--- config.mk ---
export PLATFORM = sky130hd
export DESIGN_NAME = brew_stage_timer
export DESIGN_NICKNAME = d
export VERILOG_FILES = /design/src/rtl/brew_stage_timer.sv
export SDC_FILE = /design/constraint.sdc
export NUM_CORES = 1
export LEC_CHECK = 0
export CAP_MARGIN = 20
export CORE_UTILIZATION = 51
export CTS_BUF_LIST = sky130_fd_sc_hd__clkbuf_8
export DETAILED_ROUTE_END_ITERATION = 10
export GPL_ROUTABILITY_DRIVEN = 0
export PLACE_DENSITY = 0.95
export REMOVE_ABC_BUFFERS = 1
export SLEW_MARGIN = 40
export SYNTH_ARGS = -nofsm -noshare
export SYNTH_HDL_FRONTEND = slang
export SYNTH_SLANG_ARGS = --single-unit
--- constraint.sdc ---
create_clock -name clk -period 3.4 [get_ports clk]
set_clock_uncertainty 0.05 [all_clocks]
set_input_delay 0.85 -clock clk [delete_from_list [all_inputs] [get_ports clk]]
set_output_delay 0.85 -clock clk [all_outputs]
set_load 0.01 [all_outputs]
--- src/rtl/brew_stage_timer.sv ---
// rtl/brew_stage_timer.sv - stage timer counting tick_in rising edges with done/abort pulses and LED status
module brew_stage_timer #(
    parameter int CNT_W = 8
) (
    input  logic             clk,
    input  logic             rst,
    input  logic             tick_in,
    input  logic             start,
    input  logic [CNT_W-1:0] duration,
    input  logic             abort,
    output logic             busy,
    output logic             done,
    output logic             aborted,
    output logic [CNT_W-1:0] remaining,
    output logic [7:3]       led
);

    typedef enum logic [1:0] {
        IDLE = 2'd0,
        RUN  = 2'd1,
        FIN  = 2'd2
    } state_t;

    state_t state;
    logic   tick_q;
    logic   done_flag;
    logic   rise;

    assign rise = tick_in & ~tick_q;
    assign led  = {busy, done_flag, remaining[2:0]};

    // tick_q tracks tick_in even in reset so a high level at release is not an edge
    always_ff @(posedge clk) begin
        tick_q <= tick_in;
        if (rst) begin
            state     <= IDLE;
            busy      <= 1'b0;
            done      <= 1'b0;
            aborted   <= 1'b0;
            remaining <= '0;
            done_flag <= 1'b0;
        end else begin
            done    <= 1'b0;
            aborted <= 1'b0;
            case (state)
                IDLE: begin
                    if (start && !abort) begin
                        remaining <= duration;
                        busy      <= 1'b1;
                        done_flag <= 1'b0;
                        state     <= (duration == '0) ? FIN : RUN;
                    end
                end
                RUN: begin
                    if (abort) begin
                        state     <= IDLE;
                        busy      <= 1'b0;
                        remaining <= '0;
                        aborted   <= 1'b1;
                    end else if (rise) begin
                        remaining <= remaining - CNT_W'(1);
                        if (remaining == CNT_W'(1)) begin
                            state <= FIN;
                        end
                    end
                end
                FIN: begin
                    done      <= 1'b1;
                    busy      <= 1'b0;
                    done_flag <= 1'b1;
                    remaining <= '0;
                    state     <= IDLE;
                end
                default: begin
                    state <= IDLE;
                    busy  <= 1'b0;
                end
            endcase
        end
    end

endmodule

Word-level counts from Yosys, hierarchy flattened:

Cells that the tools add are included.

* equality and inequality tests: 7
* multiplexer cells: 17
* reductions and logical operators: 11
* $add $sub $neg: 1
* bitwise logic cells: 3

Operator list (number)
* 8-bit 2-to-1 mux: 3
* 8-bit case mux with 3 select lines: 1
* 2-bit 2-to-1 mux: 5
* 8-bit by 1-bit equality test with 1-bit output, second input constant: 1
* 8-bit zero test: 1
* 8-bit by 1-bit subtractor with 8-bit output, second input constant: 1
* 3-bit inequality test, second input constant: 2
* 3-bit AND reduction: 2
* 1-bit 2-to-1 mux: 5
* 2-bit inequality test, second input constant: 2
* 1-bit case mux with 2 select lines: 2
* 2-bit case mux with 2 select lines: 1
* 2-bit AND reduction: 2
* 3-bit nonzero test: 1
* 2-bit by 1-bit equality test with 1-bit output, second input constant: 1
* 2-bit equality test, second input constant: 1
* 2-bit zero test: 1
* 1-bit inverter: 2
* 2-bit nonzero test: 1
* 2-bit OR reduction: 1
* 1-bit bitwise AND: 1
* 1-bit logical AND: 1
* 1-bit zero test: 1

* bits in registers: 15

Longest topological paths before layout:

* depth in word-level cells: 5
* gate-level depth with buffers: 6
* mapped depth without buffers: 6

Worst setup path after synthesis:

Ideal clock, no wire load.

* kind: input port to flip-flop
* start point: input abort
* end point: register remaining[0]
* cell stages on the path: 4
* path slack: 1.469 ns
* setup time: 0.135 ns
* path buffers: 0
* data arrival time: 1.746 ns
* cells stage by stage: nand2b_4 > a221o_1 > a221oi_1 > a211oi_1

* word-level cells in the longest chain between the ends: 4

Ends and longest elaborated chain
* start: declaration: line 10 `input logic abort,`
* 1-bit zero test: line 47 `if (start && !abort) begin`
* 1-bit logical AND: line 47
* 2-bit inequality test (no source line)
* 3-bit AND reduction (no source line)
* end signal: assignment: line 48 `remaining <= duration;`
* end signal: assignment: line 61 `remaining <= remaining - CNT_W'(1);`
* end: declaration: line 14 `output logic [CNT_W-1:0] remaining,`

Parallel ways exist; a longest one is shown, timed or not.
A chain may end at the register's enable or synchronous reset.

Worst setup path after layout:

* start point: input abort
* end point: register remaining[1]

The elaborated chain is that of the path after synthesis.

==> impl_metrics.csv <==
group,metric,value,unit
clock_tree,clk_latency,0.25,ns
clock_tree,cts_resized,0,
sta,max_freq,0.416,GHz
logic_synthesis,synth_top_area_cell,"dfxtp_1",
sta,period_share,70.8,%
logic_synthesis,yosysUniqueCellTypes,42,
logic_synthesis,synth_seq_cells,15,
pwr,ir_worst_vdd,0.448,mV
route,antenna_left,0,
pwr,power.density,838,nW/um^2
global_routing,grt_pass1_wl,3890,um
floorplanning,die-area,2030,sq um
floorplanning,start_util,54.7,%
logic_synthesis,syn_area,945,sq um
worst_setup_path,crit_required,3.46,ns
layout,antennaDiodeCount,0,
route,dr_wl_met3,208,um
route,routed_wl,2520,um
job,maxCapViolations,0,
worst_setup_path,r2r_cells,6,
sta,slew_violations,0,
layout,instances_no_fill,155,
logic_synthesis,synth-main-ff-cell,"dfxtp_1",
global_routing,antenna_found_initial,0,
status,status,"finished clean",
pwr,p_leak,0.464,nW
clock_tree,cts.path.max_buffers,2,
sta,timing.final.crit_period,2.41,ns
place,dp.cells,151,
sta,tightest_slew,0.511,ns
worst_setup_path,reg2reg_from,"state[1]$_SDFFE_PP0P_",
worst_setup_path,reg2reg_slack,1.40,ns
worst_setup_path,criticalPathCategory,"input port to register",
place,io_buffers,28,
clock_tree,cts_htree_levels,1,
global_routing,grt_usage,27.3,%
worst_setup_path,endpoint_kind,"register",
clock_tree,cts_tree,"yes",
logic_synthesis,yosysSeqAreaShare,31.8,%
pwr,total_power,1.05,mW
place,dp_hpwl,1870,um
floorplanning,pin_count,29,
clock_tree,post-cts-setup-buffers,0,
route,post-route-drc-count,0,
floorplanning,die_y,45.0,um
clock_tree,ctsHoldBuffers,0,
worst_setup_path,worstPathMaxFanout,9,
floorplanning,die_width,45.0,um
logic_synthesis,avgSynthCellArea,9.00,sq um
layout,multi_input_area,568,sq um
worst_setup_path,cp.arrival,2.47,ns
global_routing,grt_pass1_vias,875,
clock_tree,cts_sinks,15,
clock_tree,cts_buffers,3,
worst_setup_path,startpoint,"abort",
route,dr.first_iter.drc_count,43,
worst_setup_path,endpoint,"remaining[1]$_SDFFE_PP0P_",
sta,finalHoldViolCount,0,
global_routing,grt_max_degree,13,
layout,drive_gt1_share,9.23,%
route,routed.top_layer,"met4",
floorplanning,std_cell_rows,15,
route,wire_per_inst,16.3,um
worst_setup_path,startpoint_type,"input port",
sta,tns,0,ns
logic_synthesis,synth_cells,105,
layout,area_delta_synth_final,32.8,%
layout,nFillCells,123,
layout,regArea,300,sq um
route,vias,966,
route,avgViaCountPerCell,6.23,
hold_path,hp-class,"register to register",
logic_synthesis,yosys_warnings,0,
route,wl_met1,993,um
logic_synthesis,async_flop_share,0,%
sta,max_slew_margin,65.6,%
route,wl_met2,1260,um
clock_tree,clockRootBuffer,"clkbuf_8",
worst_setup_path,rr_endpoint,"remaining[6]$_SDFFE_PP0P_",
sta,rsz0062_at_grt,"false",
route,drt_first_pass_iters,5,
layout,fin_nets,150,
global_routing,grt-ovfl-total,0,
logic_synthesis,synth_edf_count,0,
logic_synthesis,netlist.area_leader.share,31.8,%
floorplanning,core_area,1730,sq um
sta,finalSetupViolCount,0,
clock_tree,path_clk_slew,0.06,ns
logic_synthesis,synth_area_leaders,"dfxtp_1 (32%), ha_1 (7.9%), o21ai_1 (4.2%)",
[cells by family (layout without fill, tap and decap cells)]
logic type | after synthesis | in the layout | share of synthesized area (%)
AO/OA/AOI/OAI | 35 | 35 | 28.5
buffers and inverters | 15 | 40 | 8.08
multiplexers | 1 | 1 | 1.06
adder cells (fa/ha/maj) | 6 | 6 | 7.95
flip-flops | 15 | 15 | 31.8
AND/OR/NAND/NOR | 33 | 33 | 22.7
[power by group]
part           internal (mW)  total [mW]  switching (mW)
clock                 0.0800       0.140          0.0601
combinational          0.289       0.619           0.329
sequential             0.230       0.294          0.0640
[worst max-delay path, cell delays in order]
cell	delay, ns
clkdlybuf4s50_1	0.49
nand2b_4	0.22
a221o_1	0.50
a211oi_1	0.32
a211oi_1	0.08
[how the worst min path moves through the flow]
| stage | from | endpoint | slack, ns | depth (start not counted) |
|---|---|---|---|---|
| 2_1_floorplan | remaining[6]$_SDFFE_PP0P_ | remaining[6]$_SDFFE_PP0P_ | 0.46 | 2 |
| 3_3_place_gp | busy$_SDFFE_PP0P_ | busy$_SDFFE_PP0P_ | 0.44 | 2 |
| 3_5_place_dp | busy$_SDFFE_PP0P_ | busy$_SDFFE_PP0P_ | 0.44 | 2 |
| 4_1_cts | busy$_SDFFE_PP0P_ | busy$_SDFFE_PP0P_ | 0.45 | 2 |
| 5_1_grt | busy$_SDFFE_PP0P_ | busy$_SDFFE_PP0P_ | 0.50 | 2 |
| 6_report | busy$_SDFFE_PP0P_ | busy$_SDFFE_PP0P_ | 0.46 | 2 |
[sequential cells by signal, indices dropped and copies added (netlist names)]
register and count:
remaining 8, state 2, aborted 1, busy 1, done 1, done_flag 1
tick_q 1
[cells in the mapped netlist, types with 3 or more instances]
| master | instances |
|---|---|
| dfxtp_1 | 15 |
| inv_1 | 8 |
| o21ai_1 | 8 |
| a21oi_1 | 7 |
| nor2_1 | 7 |
| ha_1 | 6 |
| buf_4 | 5 |
| a211oi_1 | 4 |
| nand2_1 | 3 |
| nor2b_1 | 3 |
| nor4_1 | 3 |
[routing by layer]
| metal | vias to the layer above | GRT usage [%] |
|---|---|---|
| li1 | 439 | - |
| met1 | 447 | 31.9 |
| met2 | 71 | 46.1 |
| met3 | 9 | 8.00 |
| met4 | 0 | 11.5 |
| met5 | - | 0 |
[layout make-up]
type                            instances  share of cell area [%]
Sequential cell                        15                    23.9
Clock inverter                          1                   0.299
Timing Repair Buffer                   28                    22.3
Multi-Input combinational cell         75                    45.3
Clock buffer                            3                    3.29
Tap cell                               25                    2.49
Inverter                                8                    2.39
[through the flow]
step	utilization (%)	cell area [sq um]	worst slack [ns]	hold slack, ns
2_1_floorplan	-	898	1.48	0.459
3_3_place_gp	70.1	1210	0.900	0.435
3_5_place_dp	70.1	1210	0.796	0.440
4_1_cts	72.7	1250	1.03	0.452
5_1_grt	72.7	1250	0.966	0.497
6_report	72.7	1250	0.993	0.456
[cell usage in the layout, fill, tap and decap left out, types with 2 or more instances in the layout]
master | Yosys | layout
a211oi_1 | 4 | 4
ha_1 | 6 | 6
nor2b_1 | 3 | 3
clkdlybuf4s50_1 | 0 | 28
o21ai_1 | 8 | 8
nand2b_1 | 2 | 2
a32o_1 | 2 | 2
o41ai_1 | 2 | 2
nor4_1 | 3 | 3
nor2_1 | 7 | 7
dfxtp_1 | 15 | 15
clkbuf_8 | 0 | 3
inv_1 | 8 | 9
nand2_1 | 3 | 3
o21ai_0 | 2 | 2
nor3_1 | 2 | 2
a21oi_1 | 7 | 7
No activity file was read; power rests on OpenSTA's default activity.
